<file path="config.mk">
export PLATFORM = sky130hd
export DESIGN_NAME = ntt_result_streamer
export DESIGN_NICKNAME = d
export VERILOG_FILES = /design/src/rtl/ntt_result_streamer.sv
export SDC_FILE = /design/constraint.sdc
export NUM_CORES = 1
export LEC_CHECK = 0
export ABC_AREA = 1
export CAP_MARGIN = 20
export CORE_UTILIZATION = 25
export DETAILED_ROUTE_END_ITERATION = 10
export DONT_BUFFER_PORTS = 1
export PLACE_DENSITY_LB_ADDON = 0.25
export SETUP_SLACK_MARGIN = 0.3
export SYNTH_ARGS = -nofsm -noshare
export SYNTH_HDL_FRONTEND = slang
export SYNTH_SLANG_ARGS = --single-unit
</file>
<file path="constraint.sdc">
create_clock -name clk -period 2.3 [get_ports clk]
set_input_delay 0.46 -clock clk [delete_from_list [all_inputs] [get_ports clk]]
set_output_delay 0.46 -clock clk [all_outputs]
set_load 0.02 [all_outputs]
</file>
<file path="src/rtl/ntt_result_streamer.sv">
// Streams the NTT result coefficients out of BRAM port B onto a valid/ready bus.
// Reads are credit-limited so the small output FIFO can never overflow.
module ntt_result_streamer #(
    parameter int DATA_W     = 64,
    parameter int ADDR_W     = 10,
    parameter int N_COEFFS   = 1024,
    parameter int BASE_ADDR  = 0,
    parameter int RD_LAT     = 1,
    parameter int FIFO_DEPTH = 4
) (
    input  logic              clk,
    input  logic              rst,
    input  logic              ntt_done,
    output logic [ADDR_W-1:0] BRAM_addr,
    output logic              BRAM_clk,
    output logic [DATA_W-1:0] BRAM_din,
    input  logic [DATA_W-1:0] BRAM_dout,
    output logic              BRAM_en,
    output logic              BRAM_rst,
    output logic              BRAM_we,
    output logic [DATA_W-1:0] m_data,
    output logic              m_valid,
    input  logic              m_ready,
    output logic              m_last,
    output logic              busy,
    output logic              done
);
    localparam int CNT_W = ADDR_W + 1;
    localparam int FC_W  = $clog2(FIFO_DEPTH + 1);
    localparam int PTR_W = $clog2(FIFO_DEPTH);
    localparam logic [CNT_W-1:0]  N_ALL   = CNT_W'(N_COEFFS);
    localparam logic [CNT_W-1:0]  N_LAST  = CNT_W'(N_COEFFS - 1);
    localparam logic [ADDR_W-1:0] BASE_A  = ADDR_W'(BASE_ADDR);
    localparam logic [FC_W:0]     DEPTH_C = (FC_W + 1)'(FIFO_DEPTH);
    localparam logic [PTR_W-1:0]  PTR_MAX = PTR_W'(FIFO_DEPTH - 1);

    typedef enum logic [1:0] {
        IDLE,
        READ,
        DRAIN,
        DONE
    } state_t;

    state_t state, state_nx;

    logic              ntt_done_q;
    logic              trig;
    logic              start;
    logic              issue;
    logic              push;
    logic              pop;
    logic [CNT_W-1:0]  issue_cnt;
    logic [CNT_W-1:0]  accept_cnt;
    logic [FC_W-1:0]   fifo_cnt;
    logic [FC_W-1:0]   inflight;
    logic [RD_LAT-1:0] rd_pipe;
    logic [PTR_W-1:0]  wr_ptr;
    logic [PTR_W-1:0]  rd_ptr;
    logic [DATA_W-1:0] mem [FIFO_DEPTH];

    function automatic logic [PTR_W-1:0] ptr_inc(input logic [PTR_W-1:0] p);
        return (p == PTR_MAX) ? '0 : p + PTR_W'(1);
    endfunction

    assign trig  = ntt_done & ~ntt_done_q;
    assign push  = rd_pipe[RD_LAT-1];
    assign pop   = m_valid & m_ready;
    // Credits cover both buffered words and reads still in the BRAM pipe
    assign issue = (state == READ) && (issue_cnt < N_ALL) &&
                   (({1'b0, fifo_cnt} + {1'b0, inflight}) < DEPTH_C);

    assign BRAM_clk  = clk;
    assign BRAM_rst  = rst;
    assign BRAM_din  = '0;
    assign BRAM_we   = 1'b0;
    assign BRAM_en   = issue;
    assign BRAM_addr = issue ? BASE_A + issue_cnt[ADDR_W-1:0] : '0;

    assign m_valid = (fifo_cnt != '0);
    assign m_data  = mem[rd_ptr];
    assign m_last  = m_valid && (accept_cnt == N_LAST);

    always_comb begin
        state_nx = state;
        start    = 1'b0;
        busy     = 1'b0;
        done     = 1'b0;
        unique case (state)
            IDLE: begin
                if (trig) begin
                    state_nx = READ;
                    start    = 1'b1;
                end
            end
            READ: begin
                busy = 1'b1;
                if (issue && issue_cnt == N_LAST) state_nx = DRAIN;
            end
            DRAIN: begin
                busy = 1'b1;
                if (pop && accept_cnt == N_LAST) state_nx = DONE;
            end
            DONE: begin
                done     = 1'b1;
                state_nx = IDLE;
            end
            default: state_nx = IDLE;
        endcase
    end

    always_ff @(posedge clk) begin
        if (rst) begin
            state      <= IDLE;
            ntt_done_q <= 1'b1;
            issue_cnt  <= '0;
            accept_cnt <= '0;
            fifo_cnt   <= '0;
            inflight   <= '0;
            rd_pipe    <= '0;
            wr_ptr     <= '0;
            rd_ptr     <= '0;
        end else begin
            state      <= state_nx;
            ntt_done_q <= ntt_done;
            if (start) begin
                issue_cnt  <= '0;
                accept_cnt <= '0;
            end else begin
                if (issue) issue_cnt <= issue_cnt + CNT_W'(1);
                if (pop) accept_cnt <= accept_cnt + CNT_W'(1);
            end
            rd_pipe[0] <= issue;
            for (int i = 1; i < RD_LAT; i++) rd_pipe[i] <= rd_pipe[i-1];
            inflight <= inflight + FC_W'(issue) - FC_W'(push);
            fifo_cnt <= fifo_cnt + FC_W'(push) - FC_W'(pop);
            if (push) wr_ptr <= ptr_inc(wr_ptr);
            if (pop) rd_ptr <= ptr_inc(rd_ptr);
        end
    end

    always_ff @(posedge clk) begin
        if (push) mem[wr_ptr] <= BRAM_dout;
    end

    a_no_overflow: assert property (@(posedge clk) disable iff (rst)
        push |-> (fifo_cnt != FC_W'(FIFO_DEPTH)));

endmodule

</file>
==> results of run 1 <==
[kinds of logic after synthesis]
kind of cell | after synthesis
fa+ha+maj | 20
other cells | 1
flops | 294
compound gates | 229
xor+xnor | 4
simple gates | 253
buf+inv | 174
[cell type report]
| cell class | instances | area, um^2 |
|---|---|---|
| Fill cell | 4416 | 29400 |
| Multi-Input combinational cell | 571 | 3860 |
| Inverter | 60 | 273 |
| Clock buffer | 43 | 906 |
| Tap cell | 607 | 759 |
| Antenna cell | 3 | 7.51 |
| Sequential cell | 294 | 8470 |
| Clock inverter | 19 | 174 |
| Timing Repair Buffer | 226 | 3060 |
[layer usage]
layer  share of wire  routed length (um)  vias up  track usage
met2            0.46               16200      208        0.228
li1                -                   -     3792            -
met4           0.022                 783        6       0.0474
met1            0.46               16100     4038        0.183
met3           0.052                1830       60       0.0344
met5          0.0011                  37        -            0
[registers in the layout, summed over array words and instances (netlist names), named ones only]
register	flops
state	2
inflight	3
mem	256
fifo_cnt	3
accept_cnt	11
wr_ptr	2
issue_cnt	11
push	1
ntt_done_q	1
rd_ptr	2
[synthesized netlist by cell type (2+ instances only)]
| library cell | instances | share of area |
|---|---|---|
| edfxtp_1 | 256 | 0.64 |
| nor2_1 | 168 | 0.053 |
| o21ai_0 | 141 | 0.059 |
| buf_4 | 68 | 0.043 |
| o22ai_1 | 64 | 0.033 |
| inv_1 | 57 | 0.018 |
| nand2_1 | 42 | 0.013 |
| dfxtp_1 | 38 | 0.063 |
| clkbuf_1 | 22 | 0.0069 |
| a21oi_1 | 21 | 0.0088 |
| buf_2 | 19 | 0.0079 |
| ha_1 | 18 | 0.019 |
| nand3_1 | 9 | 0.0038 |
| nor3_1 | 8 | 0.0033 |
| nor2_2 | 7 | 0.0036 |
| nand4_1 | 5 | 0.0026 |
| nand3_2 | 4 | 0.0033 |
| xor2_1 | 4 | 0.0029 |
| inv_2 | 3 | 0.00094 |
| nand2_2 | 3 | 0.0016 |
| buf_6 | 2 | 0.0019 |
| clkbuf_2 | 2 | 0.00083 |
| fa_1 | 2 | 0.0033 |
| or2_2 | 2 | 0.0010 |
[worst max-delay path: cells and delay by family, from the launching register on]
family	cells	cell delay [ps]
buffers and inverters	5	730
AO/OA/AOI/OAI	2	210
flip-flops	1	380
[power by group through the flow]
stage	clock network, uW	logic (uW)	registers (uW)
2_1_floorplan	50.8	3280	6390
3_3_place_gp	0	5310	6440
3_5_place_dp	0	5310	6440
4_1_cts	5470	8360	6370
5_1_grt	5660	9890	6420
6_report	5310	9280	6390
[final timing paths]
path,start,end,cells past startpoint
setup / recovery,register,m_data[33],7
hold / removal,rst,ntt_done_q,3
setup reg to reg,fifo_cnt[1],fifo_cnt[1],12
hold reg to reg,accept_cnt[8],accept_cnt[8],2
[timing repair]
| action | CTS | global route |
|---|---|---|
| hold buffers | 66 | 0 |
| endpoints found under the setup margin | 77 | 80 |
| resized for setup | 279 | 188 |
| pin swaps | 70 | 64 |
| cloned | 24 | 4 |
| setup buffers | 33 | 4 |
| endpoints found under the hold margin | 264 | 0 |
[per-stage QoR]
| stage | setup TNS [ps] | hold slack (ps) | instance area, um^2 | cells | power [uW] |
|---|---|---|---|---|---|
| final | -728 | 207 | 17500 | 1823 | 21000 |
| after global routing | -6010 | 203 | 17500 | 1823 | 22000 |
| after CTS | -4120 | 172 | 16700 | 1812 | 20200 |
| after detailed placement | 0 | 458 | 13100 | 1627 | 11800 |
| after global placement | 0 | 453 | 13100 | 1627 | 11800 |
| after floorplan | 0 | 436 | 12300 | 1039 | 9720 |
==> flow_metrics.env, run 1 <==
export IMPL_synth_xor_area_frac=0.00292
export IMPL_dpl_worst_slack_ps=282
export IMPL_synth_area_um2=12000
export IMPL_hp_class="primary input to register"
export IMPL_muxShareOfSynthArea=0
export IMPL_first_pass_iters=4
export IMPL_numCtsBuffers=35
export IMPL_crit_arrival_ps=1900
export IMPL_criticalPathCategory="register to output pin"
export IMPL_final_core_util=0.373
export IMPL_tightest_slew_ps=520
export IMPL_drc=0
export IMPL_synth_compound_area_frac=0.103
export IMPL_layout_setup_ws_ps=-61.1
export IMPL_synthSimpleGateAreaFrac=0.0884
export IMPL_powerDensity_nw_per_um2=1200
export IMPL_netSwitchingFraction=0.353
export IMPL_globalRoute_totalOverflow=0
export IMPL_cap_violations=0
export IMPL_sequentialPowerShare=0.305
export IMPL_synthCells=975
export IMPL_die_w_um=221
export IMPL_wirelength_mm=35.0
export IMPL_synth_edff_count=256
export IMPL_antenna_found_initial=6
export IMPL_required_ps=1840
export IMPL_final_common_cell="edfxtp_1"
export IMPL_maxSlewHeadroom=0.653
export IMPL_vdd_ir_drop_max_v=0.000446
export IMPL_vias=8104
export IMPL_ys_async_sr_fraction=0
export IMPL_grt_pass1_wl_mm=51.1
export IMPL_synth_seq_area_share=0.704
export IMPL_antenna_left=0
export IMPL_first_iter_violations=421
export IMPL_routedWlPerCell_um=19.2
export IMPL_slowest_stage="dfxtp_4"
export IMPL_finalSetupViolations=30
export IMPL_synth_top_family_by_area="compound AO/OA/AOI/OAI gates"
export IMPL_final_hold_viol_count=0
export IMPL_violations="negative setup slack"
export IMPL_layout_common_cells="edfxtp_1, nor2_1, dlygate4sd3_1, conb_1, buf_6"
export IMPL_synth_cell_types=34
export IMPL_power_frac_clock=0.253
export IMPL_cts_sinks=294
export IMPL_fmaxAchievable_ghz=0.424
export IMPL_drv_slew=0
export IMPL_dpl_hpwl_mm=15.8
export IMPL_crit_fanout=8
export IMPL_cp_common_cell="buf_12"
export IMPL_die_area_um2=48900
export IMPL_vias_per_cell=4.45
export IMPL_portBuffers=0
export IMPL_startpoint_type="register"
export IMPL_critPathCaptureType="output pin"
export IMPL_area_delta_synth_final_pct=46.0
export IMPL_crit_path_cell_trace="buf_12, inv_16, buf_12, clkbuf_16, o21ai_2, o22ai_1, buf_4"
export IMPL_clk_pin_slew_ps=60
export IMPL_synth_seq_cells=294
export IMPL_clockBufferDepth=3
export IMPL_skew_ps=13.5
export IMPL_rows=79
export IMPL_worstSkewPairLatency_ps=550
export IMPL_grt_pass1_vias=7943
export IMPL_dieHeight_um=221
export IMPL_p_sw_uw=7410
export IMPL_cts_root_buffer="clkbuf_16"
export IMPL_htreeDepth=2
export IMPL_nNetsFinal=1276
export IMPL_power_share_combinational=0.442
export IMPL_cts_tree="built"
export IMPL_ios=214
export IMPL_finalCritPeriodShare=1.03
export IMPL_critPathMaxStageDelay_ps=380
export IMPL_p_int_uw=13600
export IMPL_rsz0062_at_grt="true"
export IMPL_r2r_slack_ps=280
export IMPL_finalCriticalPeriod_ps=2360
export IMPL_synthAdderAreaFrac=0.0221
export IMPL_outcome="finished with violations"
export IMPL_core_um2=47000
export IMPL_yosys_warnings=0
export IMPL_drive_gt1_frac=0.350
export IMPL_gp_congestion=0.727
export IMPL_synth_flop_cell="edfxtp_1"
export IMPL_grt_max_degree=39
export IMPL_grt_util_all_layers=0.141
export IMPL_start_util=0.256
export IMPL_power_leakage_uw=0.00611
export IMPL_synth_area_per_cell_um2=12.3
Note: power is estimated with default switching activity, not from simulation.
==> run 2: changes to the inputs <==
--- a/config.mk
+++ b/config.mk
@@ -11,6 +11,7 @@
 export DETAILED_ROUTE_END_ITERATION = 10
 export DONT_BUFFER_PORTS = 1
 export PLACE_DENSITY_LB_ADDON = 0.25
+export RECOVER_POWER = 50
 export SETUP_SLACK_MARGIN = 0.3
 export SYNTH_ARGS = -nofsm -noshare
 export SYNTH_HDL_FRONTEND = slang
==> flow_metrics.env, run 2 (synthesized netlist as in run 1, its figures left out) <==
export IMPL_startpoint_type="register"
export IMPL_crit_fanout=8
export IMPL_r2r_slack_ps=230
export IMPL_area_delta_synth_final_pct=45.5
export IMPL_maxSlewHeadroom=0.205
export IMPL_final_common_cell="edfxtp_1"
export IMPL_drive_gt1_frac=0.349
export IMPL_start_util=0.256
export IMPL_ios=214
export IMPL_rsz0062_at_grt="true"
export IMPL_top_regs="mem x256, accept_cnt x11, issue_cnt x11"
export IMPL_dieHeight_um=221
export IMPL_fmaxAchievable_ghz=0.423
export IMPL_numCtsBuffers=35
export IMPL_antenna_found_initial=6
export IMPL_fin_total_pwr_uw=20900
export IMPL_wirelength_mm=35.0
export IMPL_final_cell_count_no_fill=1823
export IMPL_hp_class="primary input to register"
export IMPL_grt_util_all_layers=0.141
export IMPL_drv_slew=0
export IMPL_worstSkewPairLatency_ps=550
export IMPL_crit_arrival_ps=1900
export IMPL_vias_per_cell=4.44
export IMPL_outcome="finished with violations"
export IMPL_layout_setup_ws_ps=-64.9
export IMPL_antenna_left=0
export IMPL_dpl_hpwl_mm=15.8
export IMPL_gp_congestion=0.727
export IMPL_final_hold_viol_count=0
export IMPL_die_w_um=221
export IMPL_rows=79
export IMPL_drc=0
export IMPL_first_iter_violations=428
export IMPL_vdd_ir_drop_max_v=0.000446
export IMPL_htreeDepth=2
export IMPL_cts_sinks=294
export IMPL_clk_pin_slew_ps=60
export IMPL_required_ps=1840
export IMPL_portBuffers=0
export IMPL_cts_tree="built"
export IMPL_layout_common_cells="edfxtp_1, nor2_1, dlygate4sd3_1, conb_1, buf_6"
export IMPL_routedWlPerCell_um=19.2
export IMPL_nNetsFinal=1276
export IMPL_grt_max_degree=39
export IMPL_cap_violations=0
export IMPL_criticalPathCategory="register to output pin"
export IMPL_finalSetupViolations=32
export IMPL_tightest_slew_ps=1190
export IMPL_critPathCaptureType="output pin"
export IMPL_finalCritPeriodShare=1.03
export IMPL_clockBufferDepth=3
export IMPL_regMostFlops="mem"
export IMPL_cts_root_buffer="clkbuf_16"
export IMPL_core_um2=47000
export IMPL_grt_pass1_vias=7943
export IMPL_globalRoute_totalOverflow=0
export IMPL_vias=8097
export IMPL_finalCriticalPeriod_ps=2360
export IMPL_power_leakage_uw=0.00609
export IMPL_place_inst=1627
export IMPL_skew_ps=13.3
export IMPL_grt_pass1_wl_mm=51.1
export IMPL_largest_reg_flops=256
export IMPL_violations="negative setup slack"
export IMPL_first_pass_iters=4
export IMPL_final_core_util=0.372
export IMPL_die_area_um2=48900
export IMPL_powerDensity_nw_per_um2=1200
-- run 2: what timing repair did --
action                                 4_1_cts  5_1_grt
pin swaps                                   70       64
resized for setup                          279      188
hold buffers                                66        0
setup endpoints to repair                   77       80
endpoints found under the hold margin      264        0
buffers inserted                            33        4
gates cloned                                24        4
-- run 2: path summary, 6_finish.rpt --
check,end,from,cells past startpoint
setup / recovery,m_data[33],register,7
hold / removal,ntt_done_q,rst,3
setup reg to reg,fifo_cnt[1],fifo_cnt[1],12
hold reg to reg,accept_cnt[8],accept_cnt[8],2
-- run 2: through the flow --
stage	worst slack (ps)	setup TNS (ps)	area (um^2)	hold slack, ps
3_3_place_gp	339	0	13100	453
2_1_floorplan	301	0	12300	436
6_report	-64.9	-789	17500	206
4_1_cts	-139	-4120	16700	172
3_5_place_dp	282	0	13100	458
5_1_grt	-143	-5990	17500	203
-- run 2: final cells by class --
cell class / count / area [um^2]
Fill cell: 4421 / 29500
Sequential cell: 294 / 8470
Multi-Input combinational cell: 571 / 3860
Timing Repair Buffer: 226 / 3010
Clock buffer: 43 / 906
Tap cell: 607 / 759
Inverter: 60 / 273
Clock inverter: 19 / 174
Antenna cell: 3 / 7.51
-- run 2: worst max-delay path: stages, from the launching register on --
cell,delay [ps]
dfxtp_4,380
buf_12,140
inv_16,70
buf_12,150
clkbuf_16,190
o21ai_2,50
o22ai_1,160
buf_4,180
-- run 2: report_power, final --
part	switching, uW	internal [uW]	leakage, uW
clock	2240	3060	0.000532
sequential	201	6190	0.00262
combinational	4960	4290	0.00294
-- run 2: per-layer routing --
layer / vias up / part of all wire / GRT usage / wire [um]
met3: 60 / 0.055 / 0.0344 / 1940
met2: 213 / 0.46 / 0.228 / 16200
met5: - / 0.0011 / 0 / 37
met1: 4026 / 0.46 / 0.183 / 16100
li1: 3792 / - / - / -
met4: 6 / 0.022 / 0.0474 / 785
